### src/rtl/mc_pkg.sv
// Shared types and encodings for the multi-cycle control unit.
// State numbering is visible on the debug port, so keep it stable.
package mc_pkg;

    typedef enum logic [3:0] {
        S_IDLE   = 4'd0,
        S_FETCH  = 4'd1,
        S_DECODE = 4'd2,
        S_MEMADR = 4'd3,
        S_MEMRD  = 4'd4,
        S_MEMWB  = 4'd5,
        S_MEMWR  = 4'd6,
        S_EXEC   = 4'd7,
        S_RWB    = 4'd8,
        S_BEQ    = 4'd9,
        S_ORIEX  = 4'd10,
        S_ORIWB  = 4'd11,
        S_JRSAL  = 4'd12,
        S_BALN   = 4'd13,
        S_TRAP   = 4'd14
    } state_t;

    localparam logic [1:0] ALU_ADD   = 2'b00;
    localparam logic [1:0] ALU_SUB   = 2'b01;
    localparam logic [1:0] ALU_FUNCT = 2'b10;
    localparam logic [1:0] ALU_OR    = 2'b11;

    localparam logic [1:0] SRCB_RT    = 2'b00;
    localparam logic [1:0] SRCB_FOUR  = 2'b01;
    localparam logic [1:0] SRCB_IMM   = 2'b10;
    localparam logic [1:0] SRCB_IMMSH = 2'b11;

    localparam logic [1:0] PCS_ALU    = 2'b00;
    localparam logic [1:0] PCS_ALUOUT = 2'b01;
    localparam logic [1:0] PCS_RS     = 2'b10;

    localparam logic [1:0] M2R_ALUOUT = 2'b00;
    localparam logic [1:0] M2R_MDR    = 2'b01;
    localparam logic [1:0] M2R_PC     = 2'b10;

    localparam logic [1:0] RD_RT = 2'b00;
    localparam logic [1:0] RD_RD = 2'b01;
    localparam logic [1:0] RD_RA = 2'b10;

    localparam logic [5:0] OPC_R     = 6'b000000;
    localparam logic [5:0] OPC_LW    = 6'b100011;
    localparam logic [5:0] OPC_SW    = 6'b101011;
    localparam logic [5:0] OPC_BEQ   = 6'b000100;
    localparam logic [5:0] OPC_ORI   = 6'b001101;
    localparam logic [5:0] OPC_JRSAL = 6'b010001;
    localparam logic [5:0] OPC_BALN  = 6'b011001;

    // States that hold a memory access open until mem_ready
    function automatic logic is_mem_wait(state_t s);
        return (s == S_FETCH) || (s == S_MEMRD) || (s == S_MEMWR);
    endfunction

endpackage

### src/rtl/mc_wait_timer.sv
// Counts consecutive stalled cycles of a memory access and flags
// the cycle in which the stall budget runs out.
module mc_wait_timer
    import mc_pkg::*;
#(
    parameter int unsigned LIMIT = 15
) (
    input  logic clk,
    input  logic reset,
    input  logic waiting,
    input  logic mem_ready,
    output logic timeout
);

    localparam int unsigned W = (LIMIT < 2) ? 1 : $clog2(LIMIT + 1);
    localparam logic [W-1:0] LAST = W'((LIMIT == 0) ? 0 : LIMIT - 1);

    logic [W-1:0] count;

    // The current cycle is the LIMIT-th stalled one; ready on it still wins
    always_comb begin
        timeout = 1'b0;
        if (LIMIT != 0 && waiting && !mem_ready && count == LAST)
            timeout = 1'b1;
    end

    // Count stalled cycles; any completion or state change clears
    always_ff @(posedge clk or posedge reset) begin
        if (reset)
            count <= '0;
        else if (LIMIT != 0 && waiting && !mem_ready && !timeout)
            count <= count + 1'b1;
        else
            count <= '0;
    end

endmodule

### src/rtl/multicycle_control.sv
// Main control FSM for the multi-cycle MIPS-subset datapath.
// Moore outputs per state; fetch strobes and memory exits gated by mem_ready.
module multicycle_control
    import mc_pkg::*;
#(
    parameter int unsigned        OP_W        = 6,
    parameter logic [OP_W-1:0]    OP_R        = OPC_R,
    parameter logic [OP_W-1:0]    OP_LW       = OPC_LW,
    parameter logic [OP_W-1:0]    OP_SW       = OPC_SW,
    parameter logic [OP_W-1:0]    OP_BEQ      = OPC_BEQ,
    parameter logic [OP_W-1:0]    OP_ORI      = OPC_ORI,
    parameter logic [OP_W-1:0]    OP_JRSAL    = OPC_JRSAL,
    parameter logic [OP_W-1:0]    OP_BALN     = OPC_BALN,
    parameter int unsigned        MEM_TIMEOUT = 15
) (
    input  logic            clk,
    input  logic            reset,
    input  logic [OP_W-1:0] opcode,
    input  logic            mem_ready,
    output logic            irwrite,
    output logic            pcwrite,
    output logic            pcwritecond,
    output logic            branch_sel,
    output logic            iord,
    output logic            memread,
    output logic            memwrite,
    output logic [1:0]      memtoreg,
    output logic [1:0]      regdst,
    output logic            regwrite,
    output logic            alusrca,
    output logic [1:0]      alusrcb,
    output logic            ext_zero,
    output logic [1:0]      aluop,
    output logic [1:0]      pcsource,
    output logic            illegal,
    output logic            mem_fault,
    output logic [3:0]      state
);

    state_t cur;
    state_t nxt;
    logic   is_store;
    logic   timeout;
    logic   bad_op;

    assign state = cur;

    mc_wait_timer #(
        .LIMIT(MEM_TIMEOUT)
    ) u_timer (
        .clk      (clk),
        .reset    (reset),
        .waiting  (is_mem_wait(cur)),
        .mem_ready(mem_ready),
        .timeout  (timeout)
    );

    // Opcode outside the supported set
    always_comb begin
        bad_op = !(opcode == OP_R   || opcode == OP_LW    ||
                   opcode == OP_SW  || opcode == OP_BEQ   ||
                   opcode == OP_ORI || opcode == OP_JRSAL ||
                   opcode == OP_BALN);
    end

    // State register
    always_ff @(posedge clk or posedge reset) begin
        if (reset)
            cur <= S_IDLE;
        else
            cur <= nxt;
    end

    // Sticky trap flags and the load/store choice captured at decode
    always_ff @(posedge clk or posedge reset) begin
        if (reset) begin
            illegal   <= 1'b0;
            mem_fault <= 1'b0;
            is_store  <= 1'b0;
        end else begin
            if (cur == S_DECODE) begin
                is_store <= (opcode == OP_SW);
                if (bad_op)
                    illegal <= 1'b1;
            end
            if (timeout)
                mem_fault <= 1'b1;
        end
    end

    // Next-state logic
    always_comb begin
        nxt = cur;
        unique case (cur)
            S_IDLE:   nxt = S_FETCH;
            S_FETCH: begin
                if (mem_ready)
                    nxt = S_DECODE;
                else if (timeout)
                    nxt = S_TRAP;
            end
            S_DECODE: begin
                if (opcode == OP_LW || opcode == OP_SW)
                    nxt = S_MEMADR;
                else if (opcode == OP_R)
                    nxt = S_EXEC;
                else if (opcode == OP_BEQ)
                    nxt = S_BEQ;
                else if (opcode == OP_ORI)
                    nxt = S_ORIEX;
                else if (opcode == OP_JRSAL)
                    nxt = S_JRSAL;
                else if (opcode == OP_BALN)
                    nxt = S_BALN;
                else
                    nxt = S_TRAP;
            end
            S_MEMADR: nxt = is_store ? S_MEMWR : S_MEMRD;
            S_MEMRD: begin
                if (mem_ready)
                    nxt = S_MEMWB;
                else if (timeout)
                    nxt = S_TRAP;
            end
            S_MEMWB:  nxt = S_FETCH;
            S_MEMWR: begin
                if (mem_ready)
                    nxt = S_FETCH;
                else if (timeout)
                    nxt = S_TRAP;
            end
            S_EXEC:   nxt = S_RWB;
            S_RWB:    nxt = S_FETCH;
            S_BEQ:    nxt = S_FETCH;
            S_ORIEX:  nxt = S_ORIWB;
            S_ORIWB:  nxt = S_FETCH;
            S_JRSAL:  nxt = S_FETCH;
            S_BALN:   nxt = S_FETCH;
            S_TRAP:   nxt = S_TRAP;
            default:  nxt = S_TRAP;
        endcase
    end

    // Datapath strobes and selects for the current state
    always_comb begin
        irwrite     = 1'b0;
        pcwrite     = 1'b0;
        pcwritecond = 1'b0;
        branch_sel  = 1'b0;
        iord        = 1'b0;
        memread     = 1'b0;
        memwrite    = 1'b0;
        memtoreg    = M2R_ALUOUT;
        regdst      = RD_RT;
        regwrite    = 1'b0;
        alusrca     = 1'b0;
        alusrcb     = SRCB_RT;
        ext_zero    = 1'b0;
        aluop       = ALU_ADD;
        pcsource    = PCS_ALU;
        unique case (cur)
            S_FETCH: begin
                memread  = 1'b1;
                alusrcb  = SRCB_FOUR;
                irwrite  = mem_ready;
                pcwrite  = mem_ready;
            end
            S_DECODE: begin
                alusrcb  = SRCB_IMMSH;
            end
            S_MEMADR: begin
                alusrca  = 1'b1;
                alusrcb  = SRCB_IMM;
            end
            S_MEMRD: begin
                memread  = 1'b1;
                iord     = 1'b1;
            end
            S_MEMWB: begin
                regwrite = 1'b1;
                memtoreg = M2R_MDR;
            end
            S_MEMWR: begin
                memwrite = 1'b1;
                iord     = 1'b1;
            end
            S_EXEC: begin
                alusrca  = 1'b1;
                aluop    = ALU_FUNCT;
            end
            S_RWB: begin
                regwrite = 1'b1;
                regdst   = RD_RD;
            end
            S_BEQ: begin
                alusrca     = 1'b1;
                aluop       = ALU_SUB;
                pcwritecond = 1'b1;
                pcsource    = PCS_ALUOUT;
            end
            S_ORIEX: begin
                alusrca  = 1'b1;
                alusrcb  = SRCB_IMM;
                ext_zero = 1'b1;
                aluop    = ALU_OR;
            end
            S_ORIWB: begin
                regwrite = 1'b1;
            end
            S_JRSAL: begin
                pcwrite  = 1'b1;
                pcsource = PCS_RS;
                regwrite = 1'b1;
                regdst   = RD_RA;
                memtoreg = M2R_PC;
            end
            S_BALN: begin
                alusrca     = 1'b1;
                aluop       = ALU_SUB;
                pcwritecond = 1'b1;
                branch_sel  = 1'b1;
                pcsource    = PCS_ALUOUT;
                regwrite    = 1'b1;
                regdst      = RD_RA;
                memtoreg    = M2R_PC;
            end
            default: ;
        endcase
    end

endmodule
### config.mk
export PLATFORM = sky130hd
export DESIGN_NAME = multicycle_control
export DESIGN_NICKNAME = d
export VERILOG_FILES = /design/src/rtl/mc_pkg.sv /design/src/rtl/mc_wait_timer.sv /design/src/rtl/multicycle_control.sv
export SDC_FILE = /design/constraint.sdc
export NUM_CORES = 1
export LEC_CHECK = 0
export CAP_MARGIN = 20
export CELL_PAD_IN_SITES_DETAIL_PLACEMENT = 2
export CELL_PAD_IN_SITES_GLOBAL_PLACEMENT = 2
export CORE_UTILIZATION = 23
export CTS_CLUSTER_DIAMETER = 30
export CTS_CLUSTER_SIZE = 14
export DETAILED_ROUTE_END_ITERATION = 8
export HOLD_SLACK_MARGIN = 0.15
export PLACE_DENSITY = 0.86
export SLEW_MARGIN = 20
export SYNTH_ARGS = -nofsm -noshare
export SYNTH_HDL_FRONTEND = slang
export SYNTH_SLANG_ARGS = --single-unit
### constraint.sdc
create_clock -name clk -period 2 [get_ports clk]
set_input_delay 0.6 -clock clk [delete_from_list [all_inputs] [get_ports clk]]
set_output_delay 0.6 -clock clk [all_outputs]
set_load 0.02 [all_outputs]
==> results of run 1 <==
[worst register-to-register path, delay by kind of cell (launching register included)]
family	cells	cell delay [ns]
DFF	1	0.49
buffers and inverters	3	0.44
and+or+nand+nor	3	0.66
AOI/OAI and AO/OA	1	0.28
[worst max path at each step]
stage                             to  slack, ns  cells past startpoint
after floorplan           alusrcb[1]      -0.07                      3
after global routing        aluop[1]      -0.10                      6
after CTS                   regwrite      -0.09                      6
final                       aluop[1]      -0.08                      6
after detailed placement     pcwrite      -0.59                      4
after global placement       pcwrite      -0.59                      4
[kinds of logic after synthesis]
kind of cell | share of synthesized area, %
AO/OA/AOI/OAI | 21.7
XOR/XNOR | 3.86
adder cells (fa/ha/maj) | 2.76
buffers and inverters | 6.07
flip-flops | 30.3
multiplexers | 2.21
AND/OR/NAND/NOR | 33.1
[through the flow]
stage / power (W) / utilization (%) / hold slack (ns)
after detailed placement: 0.00182 / 40.5 / 0.456
final: 0.00249 / 46.7 / 0.483
after global routing: 0.00260 / 46.7 / 0.502
after floorplan: 0.00105 / - / 0.450
after global placement: 0.00173 / 40.5 / 0.452
after CTS: 0.00217 / 43.6 / 0.473
[cells in the mapped netlist (all sizes together)]
library cell,instances,area [um^2]
or4,1,7.51
a311o,1,10.0
nand4b,1,8.76
inv,3,11.3
o21ai,5,25.0
o221ai,1,8.76
nor3,4,20.0
dfrtp,11,275
o2111ai,1,8.76
o22a,1,8.76
nor2,18,67.6
buf,4,28.8
or3b,1,11.3
xnor2,3,26.3
a21oi,7,35.0
nor4b,1,8.76
a31o,1,8.76
a31oi,3,18.8
and3,8,50.1
a211oi,3,27.5
o311ai,1,8.76
xor2,1,8.76
nor2b,3,18.8
nand2,7,28.8
clkbuf,3,11.3
clkinv,1,3.75
a21boi,1,7.51
o22ai,1,6.26
ha,2,25.0
nand2b,6,37.5
and3b,1,8.76
o211ai,3,22.5
nand3,4,20.0
or2,2,12.5
mux2i,2,20.0
[registers in the layout (all words and copies together), names as in the netlist]
name           count
state              4
u_timer.count      4
illegal            1
is_store           1
mem_fault          1
[routing by layer]
layer / up-vias / share of wire, % / global-route usage, %
met2: 45 / 54 / 47.3
met4: 0 / 1.1 / 7.78
met1: 658 / 42 / 30.7
met3: 8 / 2.6 / 3.35
met5: - / 0 / 0
li1: 561 / - / -
[final cells by class]
type	count	area, um^2
fill	407	1980
multi-input combinational	94	691
timing repair buffer	75	643
sequential	11	278
tap	48	60.1
clock buffer	3	41.3
inverter	4	17.5
clock inverter	1	5.00
[power by group]
group / switching [W] / internal (W) / total [W]
logic: 0.00101 / 0.000899 / 0.00191
registers: 0.0000649 / 0.000279 / 0.000344
clock network: 0.0000997 / 0.000137 / 0.000237
total: 0.00117 / 0.00132 / 0.00249
[repair_timing]
item | CTS | global route
buffers inserted | 10 | 2
endpoints found under the setup margin | 24 | 18
pin swaps | 3 | 5
gates resized for setup | 101 | 40
==> flow_summary.json, run 1 <==
{
  "antenna_found_initial": 0,
  "port-buffer-count": 34,
  "maxSlewHeadroom_pct": 64.4,
  "cp_max_fo": 6,
  "fmax_ghz": 0.481,
  "clkLatencyLatePin_ns": 0.24,
  "crit_path_top_delay_cell": "dfrtp_2",
  "critPathLaunchType": "flop",
  "grt-ovfl-total": 0,
  "stdcell_count": 236,
  "numClockSinks": 11,
  "ant_nets": 0,
  "post_route_cells_drive_above_1_share_pct": 50.0,
  "cp_top_family": "flip-flops",
  "syn-mean-instance-area_um2": 7.82,
  "status": "finished, violations left",
  "final_cell_mix": "buf_4 (41), nor2_1 (14), buf_6 (13)",
  "crit_chain": "buf_6, buf_6, nor2b_4, a21oi_2, nor2_1, buf_4",
  "place_area_um2": 1510,
  "leakagePower_nw": 0.812,
  "finalWirelength_um": 5570,
  "vias_per_cell": 5.39,
  "timing.rr.start": "state[2]",
  "finalCriticalPeriod_ns": 2.08,
  "synthCells": 116,
  "synth_fp_nets": 127,
  "drt_pass1_iterations": 4,
  "wl_per_cell_um": 23.6,
  "cts_buffers": 3,
  "clk_path_buf_depth": 2,
  "ys_seq_area_share_pct": 30.3,
  "die-area_um2": 4200,
  "fin_crit_sh_pct": 104,
  "grt_pass1_wl_um": 8070,
  "track_usage_pct": 25.8,
  "ioPinCount": 35,
  "yosysWarnings": 0,
  "drc": 0,
  "drv_slew": 0,
  "required_ns": 1.40,
  "rows": 22,
  "first_iter_violations": 37,
  "final_common_cell": "buf_4",
  "cts_tree": "done",
  "hold_viol_final": 0,
  "num_vias": 1272,
  "dp_cells": 220,
  "critPathLaunch": "state[2]",
  "r2r_setup_slack_ns": 0.07,
  "ir_drop_v": 0.000499,
  "worstMarginPinSlew_ns": 0.529,
  "min_to": "mem_fault",
  "r2r-end": "state[3]",
  "area_delta_synth_final_pct": 91.3,
  "cts_hold_buf": 0,
  "cellPowerDensity_nw_per_um2": 1430,
  "finClkSkew_ns": 0.00158,
  "fin_area_um2": 1740,
  "place.detailed.hpwl_um": 3260,
  "end_kind": "output port",
  "die_h_um": 64.8,
  "root_buffer": "clkbuf_8",
  "violations": "negative setup slack",
  "worst_slack_ns": -0.0785,
  "clk_pin_slew_worst_paths_ns": 0.06,
  "final_nets": 200,
  "path_common_cell": "buf_6",
  "ys_ff_latch": 11,
  "diodes": 0,
  "fin_setup_tns_ns": -0.364,
  "ys_types": 39,
  "grt_pass1_vias": 1437,
  "holdCritPathClass": "reg2reg",
  "critPathBufInv": 3,
  "pre_cts_slack_ns": -0.589,
  "worstPathArrival_ns": 1.48,
  "setup_violations": 8,
  "holdPathStages": 1,
  "core_area_um2": 3720,
  "die_w_um": 64.8,
  "max_stage_delay_ns": 0.49,
  "htree_levels": 1,
  "worstSetupPathType": "reg2out",
  "rsz0062_at_grt": "true",
  "grt_max_degree": 12,
  "hp-start": "mem_fault",
  "initial_utilization_pct": 24.4,
  "maxCapViolations": 0,
  "netlist_area_um2": 907,
  "gp_congestion": 0.830,
  "reg2regPathDepth": 7
}
No activity file was read; power rests on OpenSTA's default activity.
==> run 2: changes to the inputs <==
- ABC_AREA: default -> 1
- CELL_PAD_IN_SITES_DETAIL_PLACEMENT: 2 -> default
- CELL_PAD_IN_SITES_GLOBAL_PLACEMENT: 2 -> default
- CORE_UTILIZATION: 23 -> 43
- PLACE_DENSITY: 0.86 -> 0.88
==> run 2 against run 1 <==
  * The run still ends with negative setup slack left
  * Synthesized cell count increased by 25%
  * Register-to-register slack improved by 0.27 ns
  * Synthesized area decreased by 0.41%
  * Utilization increased by 41 points
  * Sequential share of layout area increased by 0.37 points
  * Final cell count increased by 6.4%
  * Fmax decreased by 0.31%
  * Largest cell class is now buffers
==> flow_summary.json, run 2 <==
{
  "port-buffer-count": 34,
  "finalWirelength_um": 3870,
  "synthArstFlopShare_pct": 100,
  "drc": 0,
  "ys_top_cells_by_area": "dfrtp_1 (30%), nand2_1 (16%), nor2_1 (11%)",
  "final_cell_mix": "buf_4 (36), nand2_1 (28), nor2_1 (22)",
  "r2r_setup_slack_ns": 0.34,
  "final_core_util_pct": 87.2,
  "yosysMostFrequentCell": "nand2_1",
  "grt_pass1_wl_um": 4870,
  "fin_crit_sh_pct": 104,
  "grt-ovfl-total": 0,
  "yosysWarnings": 0,
  "r2r-end": "state[1]",
  "first_iter_violations": 49,
  "final_common_cell": "buf_4",
  "maxSlewHeadroom_pct": 72.0,
  "initial_utilization_pct": 46.0,
  "p_switching_w": 0.00133,
  "numClockSinks": 11,
  "whs_ns": 0.478,
  "ioPinCount": 35,
  "holdCritPathClass": "reg2reg",
  "synth_top_cell_area_share_pct": 30.5,
  "reg2regPathDepth": 10,
  "num_vias": 1345,
  "fin_area_um2": 1710,
  "vias_per_cell": 5.36,
  "end_kind": "output port",
  "endpoint": "aluop[1]",
  "ir_drop_v": 0.00111,
  "rsz0062_at_grt": "true",
  "core_area_um2": 1960,
  "synth_area_leader_cell": "dfrtp_1",
  "diodes": 0,
  "worst_slack_ns": -0.0849,
  "ant_nets": 0,
  "cellPowerDensity_nw_per_um2": 1560,
  "timing.rr.start": "state[2]",
  "synth_fp_nets": 156,
  "critPathLaunch": "state[2]",
  "wl_met2_um": 1920,
  "required_ns": 1.40,
  "cp_max_fo": 6,
  "critPathLaunchType": "flop",
  "grt_max_degree": 12,
  "leakagePower_nw": 0.998,
  "cts_tree": "done",
  "clk_path_buf_depth": 2,
  "die_h_um": 47.8,
  "track_usage_pct": 30.9,
  "synthCells": 145,
  "antenna_found_initial": 0,
  "syn-mean-instance-area_um2": 6.23,
  "area_delta_synth_final_pct": 89.5,
  "finClkSkew_ns": 0.00996,
  "rows": 16,
  "wl_met3_um": 303,
  "synth_edf_count": 0,
  "grt_pass1_vias": 1146,
  "violations": "negative setup slack",
  "gp_congestion": 0.901,
  "synth_top_flop_cell": "dfrtp_1",
  "pre_cts_slack_ns": -0.566,
  "worstMarginPinSlew_ns": 0.419,
  "p_clk_share_pct": 5.8,
  "drv_slew": 0,
  "htree_levels": 1,
  "wl_met1_um": 1450,
  "status": "finished, violations left",
  "pwr-share-comb_pct": 79.2,
  "cts_buffers": 3,
  "ys_seq_area_share_pct": 30.5,
  "drt_pass1_iterations": 4,
  "worstPathArrival_ns": 1.48,
  "netlist_area_um2": 903,
  "synth_common_cells": "nand2_1 (38), nor2_1 (26), inv_1 (18)",
  "p_sw_share_pct": 49.5,
  "clk_pin_slew_worst_paths_ns": 0.08,
  "die-area_um2": 2290,
  "finalCriticalPeriod_ns": 2.08,
  "die_w_um": 47.8,
  "root_buffer": "clkbuf_4",
  "post_route_cells_drive_above_1_share_pct": 49.6,
  "worstSetupPathType": "reg2out",
  "fmax_ghz": 0.480,
  "clkLatencyLatePin_ns": 0.28,
  "place_area_um2": 1450,
  "hold_viol_final": 0,
  "p_seq_share_pct": 15.0,
  "wl_per_cell_um": 15.4,
  "place.detailed.hpwl_um": 2280,
  "ys_ff_latch": 11,
  "p_int_w": 0.00135,
  "final_nets": 236,
  "ys_types": 20,
  "setup_violations": 5,
  "routed.top_layer": "met4",
  "maxCapViolations": 0
}
[run 2: cell types whose count changed in the layout (fill, tap and decap cells not counted), moves of 5 or more]
cell,delta
inv_2,+7
nand4_1,+5
nand3_1,+6
buf_4,-5
inv_1,+14
nand2_1,+24
nand2_2,+7
and3_1,-5
buf_2,+7
nor2_1,+8
[run 2: power groups by stage]
stage / registers [W] / logic (W) / clock network [W]
6_report: 0.000402 / 0.00212 / 0.000154
3_3_place_gp: 0.000384 / 0.00150 / 0
5_1_grt: 0.000408 / 0.00226 / 0.000167
2_1_floorplan: 0.000426 / 0.000734 / 0
4_1_cts: 0.000379 / 0.00162 / 0.000155
3_5_place_dp: 0.000390 / 0.00154 / 0
[run 2: how the worst min path moves through the flow]
stage          slack [ns]  startpoint        end  cells after the start
6_report             0.48     illegal    illegal                      2
5_1_grt              0.50     illegal    illegal                      2
4_1_cts              0.48     illegal    illegal                      2
3_5_place_dp         0.46     illegal    illegal                      2
3_3_place_gp         0.45   mem_fault  mem_fault                      2
2_1_floorplan        0.45       reset    illegal                      1
[run 2: cell type report]
class	instances	area, um^2
well taps	27	33.8
multi-input cells	106	619
repair buffers	76	639
fillers	91	250
clock buffers	3	22.5
flip-flops and latches	11	280
inverters	27	111
clock inverters	1	5.00
[run 2: cells by family after synthesis]
logic type,Yosys count,share of synthesized area (%)
buffers and inverters,28,12.0
AOI/OAI and AO/OA,7,4.71
and+or+nand+nor,95,48.1
DFF,11,30.5
xor gates and xnor gates,2,1.94
adders and majority gates,2,2.77
[run 2: what timing repair did]
action                     in CTS  in global routing
resized for setup              90                 56
hold buffers                    0                  0
pin swaps                       3                 12
buffers inserted               11                  8
setup endpoints to repair      24                 20
[run 2: metal layers]
layer  GRT usage (%)  vias to the layer above
met5               0                        -
met4            15.0                        0
met3            8.30                       22
met2            55.9                       93
met1            32.9                      620
li1                -                      610
[run 2: per-stage QoR]
step           cells  TNS (ns)  power (W)
2_1_floorplan    145         0    0.00116
3_3_place_gp     228     -2.92    0.00189
3_5_place_dp     228     -3.36    0.00193
4_1_cts          243    -0.207    0.00216
5_1_grt          251    -0.792    0.00283
6_report         251    -0.151    0.00268
[run 2: worst max-delay path: stages, from the launching register on]
cell,delay [ns]
dfrtp_2,0.47
buf_6,0.13
inv_4,0.04
nor2_4,0.20
nand3_2,0.13
nand2_1,0.11
buf_6,0.12
==> run 3: changes to the inputs <==
- CORE_MARGIN: default -> 2
==> run 3 against run 2 <==
  * The run still ends with negative setup slack left
  * Hold slack worse by 0.0041 ns
  * Clock skew is 0.0076 ns lower
  * Sequential share of layout area up 1.3 points
  * Design area fell by 7.4%
  * Power shrank 12%
==> flow_summary.json, run 3 (synthesized netlist as in run 2, its figures left out) <==
{
  "worstMarginPinSlew_ns": 0.415,
  "drt_pass1_iterations": 5,
  "maxSlewHeadroom_pct": 72.3,
  "finClkSkew_ns": 0.00235,
  "port-buffer-count": 34,
  "clk_path_buf_depth": 2,
  "p_clk_share_pct": 6.4,
  "dp_cells": 230,
  "stdcell_count": 243,
  "p_int_w": 0.00117,
  "diodes": 0,
  "crit_path_top_delay_cell": "dfrtp_2",
  "cp_max_fo": 5,
  "grt_pass1_wl_um": 4950,
  "holdCritPathClass": "reg2reg",
  "grt_pass1_vias": 1183,
  "setup_violations": 4,
  "p_switching_w": 0.00117,
  "cp_top_family": "flip-flops",
  "die_w_um": 49.8,
  "violations": "negative setup slack",
  "area_delta_synth_final_pct": 75.5,
  "rows": 16,
  "worstSetupPathType": "reg2out",
  "hold_viol_final": 0,
  "htree_levels": 1,
  "worstPathArrival_ns": 1.46,
  "crit_chain": "buf_4, inv_4, nor2_4, nand2_2, inv_2, nor2_4, o21ai_1, buf_4",
  "maxCapViolations": 0,
  "initial_utilization_pct": 46.0,
  "max_stage_delay_ns": 0.45,
  "finalWirelength_um": 3080,
  "post_route_cells_drive_above_1_share_pct": 43.5,
  "pre_cts_slack_ns": -0.575,
  "place.detailed.hpwl_um": 2220,
  "clkLatencyLatePin_ns": 0.26,
  "p_seq_share_pct": 15.8,
  "first_iter_violations": 24,
  "end_kind": "output port",
  "pwr-share-comb_pct": 77.8,
  "drv_slew": 0,
  "wl_per_cell_um": 12.7,
  "num_vias": 1192,
  "cellPowerDensity_nw_per_um2": 1480,
  "grt_max_degree": 12,
  "final_common_cell": "buf_4",
  "ant_nets": 0,
  "die_h_um": 49.8,
  "fmax_ghz": 0.485,
  "antenna_found_initial": 0,
  "rsz0062_at_grt": "true",
  "die-area_um2": 2480,
  "track_usage_pct": 25.2,
  "leakagePower_nw": 0.931,
  "numClockSinks": 11,
  "vias_per_cell": 4.91,
  "finalCriticalPeriod_ns": 2.06,
  "gp_congestion": 0.932,
  "cts_buffers": 3,
  "final_cell_mix": "buf_4 (40), nand2_1 (33), nor2_1 (21)",
  "p_sw_share_pct": 49.9,
  "critPathLaunchType": "flop",
  "grt-ovfl-total": 0,
  "cts_tree": "done",
  "required_ns": 1.40,
  "clk_pin_slew_worst_paths_ns": 0.07,
  "drc": 0,
  "fin_crit_sh_pct": 103,
  "root_buffer": "clkbuf_4",
  "critPathBufInv": 4,
  "ir_drop_v": 0.000831,
  "final_nets": 228,
  "worst_slack_ns": -0.0631,
  "cts_hold_buf": 0,
  "core_area_um2": 1960,
  "ioPinCount": 35,
  "status": "finished, violations left"
}
==> run 3: changes by cell type in the layout (fill, tap and decap cells not counted), moves of 3 or more <==
cell / delta
buf_2: -3
buf_4: +4
nand2_2: -3
buf_6: -10
clkbuf_2: +3
nand2_1: +5
==> run 3: power groups by stage <==
stage	Sequential [W]	Clock [W]	Combinational, W
4_1_cts	0.000363	0.000152	0.00159
5_1_grt	0.000381	0.000160	0.00196
3_5_place_dp	0.000381	0	0.00155
3_3_place_gp	0.000381	0	0.00151
6_report	0.000371	0.000150	0.00182
2_1_floorplan	0.000426	0	0.000734
==> run 3: tightest hold or removal path: cells and delay by family (launching register included) <==
family	cells	cell delay [ns]
AND/OR/NAND/NOR	1	0.05
flip-flops	1	0.35
buffers and inverters	1	0.04
==> run 3: area by class of cell <==
type | instances | area [um^2]
Multi-Input combinational cell | 106 | 602
Inverter | 27 | 106
Clock buffer | 4 | 26.3
Tap cell | 27 | 33.8
Timing Repair Buffer | 68 | 537
Fill cell | 138 | 377
Sequential cell | 11 | 280
==> run 3: final timing paths <==
check,start,endpoint,slack (ns),cells after the start
worst max register to register,state[3],state[1],0.56,9
min in group asynchronous,reset,illegal,0.62,2
worst min register to register,illegal,illegal,0.47,2
max in group asynchronous,reset,state[1],1.07,2
worst max-delay path,state[3],alusrca,-0.06,8
worst min-delay path,illegal,illegal,0.47,2
==> run 3: stage by stage <==
step | util [%] | hold slack (ns) | total power, W | TNS (ns) | area [um^2]
after floorplan | - | 0.452 | 0.00116 | 0 | 911
after global placement | 74.7 | 0.449 | 0.00190 | -3.03 | 1470
after detailed placement | 74.7 | 0.458 | 0.00193 | -3.37 | 1470
after CTS | 76.4 | 0.476 | 0.00210 | -0.124 | 1500
after global routing | 80.8 | 0.497 | 0.00250 | -0.558 | 1590
final | 80.8 | 0.474 | 0.00234 | -0.147 | 1590
==> run 3: what timing repair did <==
action / 4_1_cts / 5_1_grt
setup endpoints to repair: 23 / 17
pin swaps: 1 / 5
setup buffers: 6 / 3
gates resized for setup: 93 / 33
==> run 3: routing by layer <==
metal / routed length, um / vias to the layer above / track usage [%] / part of all wire [%]
met5: 0 / - / 0 / 0
met4: 22 / 0 / 10.2 / 0.71
met3: 165 / 4 / 3.03 / 5.4
met2: 1540 / 50 / 45.8 / 50
met1: 1360 / 543 / 29.6 / 44
li1: - / 595 / - / -
